**src/rtl/mac_accumulator.sv**
```systemverilog
// rtl/mac_accumulator.sv - two-stage unsigned multiply-accumulate with result hold
// A product register feeds an accumulator; the HOLD state presents the result until it is consumed.
module mac_accumulator #(
  parameter int WIDTH     = 8,
  parameter int ACC_WIDTH = 24,
  parameter int SATURATE  = 0
) (
  input  logic                 clk,
  input  logic                 rst_n,
  input  logic                 in_valid,
  output logic                 in_ready,
  input  logic [WIDTH-1:0]     in_a,
  input  logic [WIDTH-1:0]     in_b,
  input  logic                 in_last,
  input  logic                 clear,
  output logic                 out_valid,
  input  logic                 out_ready,
  output logic [ACC_WIDTH-1:0] out_acc,
  output logic                 out_overflow
);

  localparam int PW = 2 * WIDTH;

  if (ACC_WIDTH < PW) begin : g_bad_acc_width
    $error("mac_accumulator: ACC_WIDTH must be at least 2*WIDTH");
  end

  typedef enum logic [1:0] {S_IDLE, S_RUN, S_HOLD} state_t;

  state_t               state_q, state_d;
  logic [PW-1:0]        p_q, p_d;
  logic                 p_valid_q, p_valid_d;
  logic                 p_last_q, p_last_d;
  logic                 fin_q, fin_d;
  logic [ACC_WIDTH-1:0] acc_q, acc_d;
  logic                 ovf_q, ovf_d;
  logic [ACC_WIDTH:0]   sum;
  logic                 accept;

  // Ready drops while the final pair is in the pipe so nothing slips in behind it.
  assign in_ready     = rst_n && (state_q != S_HOLD) && !(p_valid_q && p_last_q) && !fin_q;
  assign accept       = in_valid && in_ready;
  assign sum          = {1'b0, acc_q} + (ACC_WIDTH+1)'(p_q);
  assign out_valid    = (state_q == S_HOLD);
  assign out_acc      = out_valid ? acc_q : '0;
  assign out_overflow = out_valid ? ovf_q : 1'b0;

  always_comb begin
    state_d   = state_q;
    p_d       = p_q;
    p_valid_d = 1'b0;
    p_last_d  = 1'b0;
    fin_d     = 1'b0;
    acc_d     = acc_q;
    ovf_d     = ovf_q;

    if (accept) begin
      p_d       = PW'(in_a) * PW'(in_b);
      p_valid_d = 1'b1;
      p_last_d  = in_last;
    end

    case (state_q)
      S_IDLE, S_RUN: begin
        if (p_valid_q) begin
          // Once clamped, any further nonzero product carries again, so the clamp persists.
          if (sum[ACC_WIDTH] && (SATURATE != 0)) acc_d = '1;
          else                                   acc_d = sum[ACC_WIDTH-1:0];
          ovf_d = ovf_q | sum[ACC_WIDTH];
          fin_d = p_last_q;
        end
        if (accept && !in_last) state_d = S_RUN;
        if (fin_q)              state_d = S_HOLD;
      end
      S_HOLD: begin
        if (out_ready) begin
          acc_d   = '0;
          ovf_d   = 1'b0;
          state_d = S_IDLE;
        end
      end
      default: state_d = S_IDLE;
    endcase

    if (clear) begin
      state_d   = S_IDLE;
      p_valid_d = 1'b0;
      p_last_d  = 1'b0;
      fin_d     = 1'b0;
      acc_d     = '0;
      ovf_d     = 1'b0;
    end
  end

  always_ff @(posedge clk or negedge rst_n) begin
    if (!rst_n) begin
      state_q   <= S_IDLE;
      p_q       <= '0;
      p_valid_q <= 1'b0;
      p_last_q  <= 1'b0;
      fin_q     <= 1'b0;
      acc_q     <= '0;
      ovf_q     <= 1'b0;
    end else begin
      state_q   <= state_d;
      p_q       <= p_d;
      p_valid_q <= p_valid_d;
      p_last_q  <= p_last_d;
      fin_q     <= fin_d;
      acc_q     <= acc_d;
      ovf_q     <= ovf_d;
    end
  end

endmodule

```
**config.mk**
```make
export PLATFORM = sky130hd
export DESIGN_NAME = mac_accumulator
export DESIGN_NICKNAME = d
export VERILOG_FILES = /design/src/rtl/mac_accumulator.sv
export SDC_FILE = /design/constraint.sdc
export NUM_CORES = 1
export LEC_CHECK = 0
export CELL_PAD_IN_SITES_DETAIL_PLACEMENT = 1
export CELL_PAD_IN_SITES_GLOBAL_PLACEMENT = 1
export CORE_ASPECT_RATIO = 1.2
export CORE_MARGIN = 3
export CORE_UTILIZATION = 35
export CTS_CLUSTER_SIZE = 40
export DETAILED_ROUTE_END_ITERATION = 16
export HOLD_SLACK_MARGIN = 0.15
export PLACE_DENSITY = 0.69
export SYNTH_ARGS = -nofsm -noshare
export SYNTH_HDL_FRONTEND = slang
export SYNTH_SLANG_ARGS = --single-unit
```
**constraint.sdc**
```tcl
create_clock -name clk -period 3.2 [get_ports clk]
set_clock_uncertainty 0.2 [all_clocks]
set_input_delay 0.48 -clock clk [delete_from_list [all_inputs] [get_ports clk]]
set_output_delay 0.48 -clock clk [all_outputs]
set_load 0.02 [all_outputs]
```
==> metrics.cfg, run 1 <==
[timing]
min_period_ps = 4130
slew-limit-headroom_pct = 60.0
setup_viol = 11
grt_setup_unrepaired = yes
period_share_pct = 129
fmax_mhz = 242
slew_violations = 0
fin_tns_setup_ps = -7050
hold_viol = 0
tightest_slew_ps = 600
fin_ws_ps = -926

[drt]
route.detailed.drc = 0
ant_nets = 0
post_drt_wl_per_cell_um = 17.2
highest_layer = met4
wl_met3_um = 361
met1_length_um = 5810
vias = 4363
dr.pass1.iters = 4
viasPerCell = 5.24
drt-total-wl_um = 14300
drt_iter0_markers = 160
wl_met2_um = 7880

[yosys]
synth.net_count = 667
seq_area_frac_synth_pct = 23.1
synth_compound_area_share_pct = 18.0
ys_async_sr_fraction_pct = 100
synth_mux_area_share_pct = 1.08
synth_top_family_by_area = adder cells
synth_cell_types = 61
yosys_warnings = 0
synth_edf_count = 0
synth_xor_area_share_pct = 3.17
synth_flop_cell = dfrtp_1
synth-simple-area-share_pct = 21.0
syn_area_um2 = 4980
ys_ff_latch = 46
synthCells = 556
yosys.area_share.adder_pct = 27.9
synth_area_per_cell_um2 = 8.95

[worst_setup_path]
critical_path_class = input port to register
worstSetupStartpointType = input port
worstReg2RegStart = p_q[0]
worstPathArrival_ps = 4100
cp_max_fo = 4
end_kind = register
crit_start = in_a[1]
required_ps = 3180
reg2reg_depth = 8

[global_routing]
antenna_found_initial = 0
grt_max_degree = 47
grt_util_all_layers_pct = 18.5
gr-total-overflow = 0
grt_pass1_vias = 4830
grt_pass1_wl_um = 23600

[finish]
diodes = 0
layout_common_cells = and2_1 (61), nand2_1 (55), buf_4 (53), dfrtp_1 (46), inv_1 (41)
synthToLayoutAreaGrowth_pct = 35.4
layout-drive-gt1-share_pct = 27.1
utilization_pct = 48.6
layout.cells.non_filler = 832
fin_nets = 771
layout_commonest_cell = and2_1
fillerInstances = 1599

[cts]
cts_tree = done
h-tree-depth = 2
clk_path_buf_depth = 2
clock-sinks = 46
clock-root-buffer = clkbuf_16
clock_latency_ps = 300
cts_buffers = 5
clkSlewWorstSetupHoldPaths_ps = 60

[run_status]
violations = setup timing
status = complete, but fails checks

[place]
post-place-ws_ps = -1840
hpwl_um = 11000
gp_congestion = 0.868
portBuffers = 48
place_inst = 810

[floorplan]
die_w_um = 115
dieHeight_um = 137
num_rows = 47
core-area_um2 = 13900
die-area_um2 = 15700
start_util_pct = 35.9
ioPinCount = 49

[min_path]
hold_depth = 2
min_from = p_q[7]
hold_path.class = register to register

[power_and_ir_drop]
pwr_density_cell_nw_per_um2 = 591
max-vdd-ir-drop_v = 0.000253
p_total_mw = 3.99
leakage_nw = 3.14

[run]
maxCapViolations = 0

==> cell families after synthesis <==
kind of cell	Yosys count
xor gates and xnor gates	18
adders and majority gates	89
and+or+nand+nor	203
AOI/OAI and AO/OA	126
DFF	46
buffers and inverters	69
muxes	5
==> path summary, 6_finish.rpt <==
kind | slack, ps | end
min | 300 | p_q[7]
max | -930 | p_q[15]
max reg2reg | 130 | acc_q[12]
min reg2reg | 300 | p_q[7]
max in group asynchronous | 1760 | acc_q[19]
min in group asynchronous | 620 | state_q[1]
==> synthesized netlist by cell type, drive strengths merged, types with 6 or more instances <==
| cell type | number | area [µm²] |
|---|---|---|
| buf | 6 | 42.5 |
| o211ai | 6 | 45.0 |
| o21ai | 40 | 204 |
| nor2 | 21 | 78.8 |
| nand3 | 14 | 70.1 |
| a21o | 13 | 98.9 |
| clkbuf | 11 | 41.3 |
| inv | 52 | 195 |
| nor3 | 7 | 40.0 |
| a211oi | 8 | 65.1 |
| dfrtp | 46 | 1150 |
| a21oi | 16 | 80.1 |
| fa | 37 | 741 |
| nand2 | 63 | 236 |
| xor2 | 9 | 78.8 |
| and2 | 76 | 477 |
| xnor2 | 9 | 78.8 |
| a31oi | 6 | 37.5 |
| ha | 52 | 651 |
==> registers in the layout, indices dropped and copies added, names as in the netlist <==
register / flops
acc_q: 24
fin_q: 1
ovf_q: 1
p_last_q: 1
p_q: 16
p_valid_q: 1
state_q: 2
==> report_power, final <==
group	switching [mW]	internal, mW	leakage [nW]	total, mW
registers	0.0819	0.689	0.613	0.770
logic	1.27	1.26	2.44	2.53
clock network	0.234	0.449	0.0940	0.683
==> routing by layer <==
metal / vias to the layer above / track usage [%]
met3: 16 / 1.95
met5: - / 0
met2: 82 / 35.6
met4: 0 / 4.70
li1: 2111 / -
met1: 2154 / 21.5
==> metrics by stage <==
stage | cell area [µm²] | hold slack (ps)
6_report | 6740 | 296
4_1_cts | 6550 | 304
2_1_floorplan | 5090 | -15.6
3_5_place_dp | 6090 | 280
5_1_grt | 6740 | 326
3_3_place_gp | 6090 | 272
==> what timing repair did <==
action / in CTS / in global routing
setup endpoints to repair: 13 / 12
hold buffers: 1 / 0
endpoints found under the hold margin: 46 / 0
pin swaps: 39 / 26
gates resized for setup: 141 / 42
setup buffers: 9 / 6
==> cell type report <==
cell class	instances	area, µm²	area share [%]
clock buffers	5	125	1.86
clock inverters	3	68.8	1.02
inverters	52	195	2.90
multi-input cells	441	3940	58.4
flip-flops and latches	46	1150	17.1
well taps	171	214	3.17
repair buffers	114	1050	15.6
==> worst max-delay path: stages <==
cell	delay, ps
buf_8	100
buf_6	120
and2_4	130
fa_2	370
inv_2	70
fa_1	440
fa_1	510
fa_1	530
inv_2	50
ha_4	270
o21a_1	150
o31ai_4	100
a2111o_1	370
o211a_1	130
xnor2_1	180
o21ai_1	80
Note: power is estimated with default switching activity, not from simulation.
==> run 2: changes to the inputs <==
--- a/config.mk
+++ b/config.mk
@@ -10,6 +10,7 @@
 export CORE_ASPECT_RATIO = 1.2
 export CORE_MARGIN = 3
 export CORE_UTILIZATION = 35
+export CTS_CLUSTER_DIAMETER = 100
 export CTS_CLUSTER_SIZE = 40
 export DETAILED_ROUTE_END_ITERATION = 16
 export HOLD_SLACK_MARGIN = 0.15
==> results of run 2 <==
No change in the layout: final DEF, timing and power equal those of run 1.
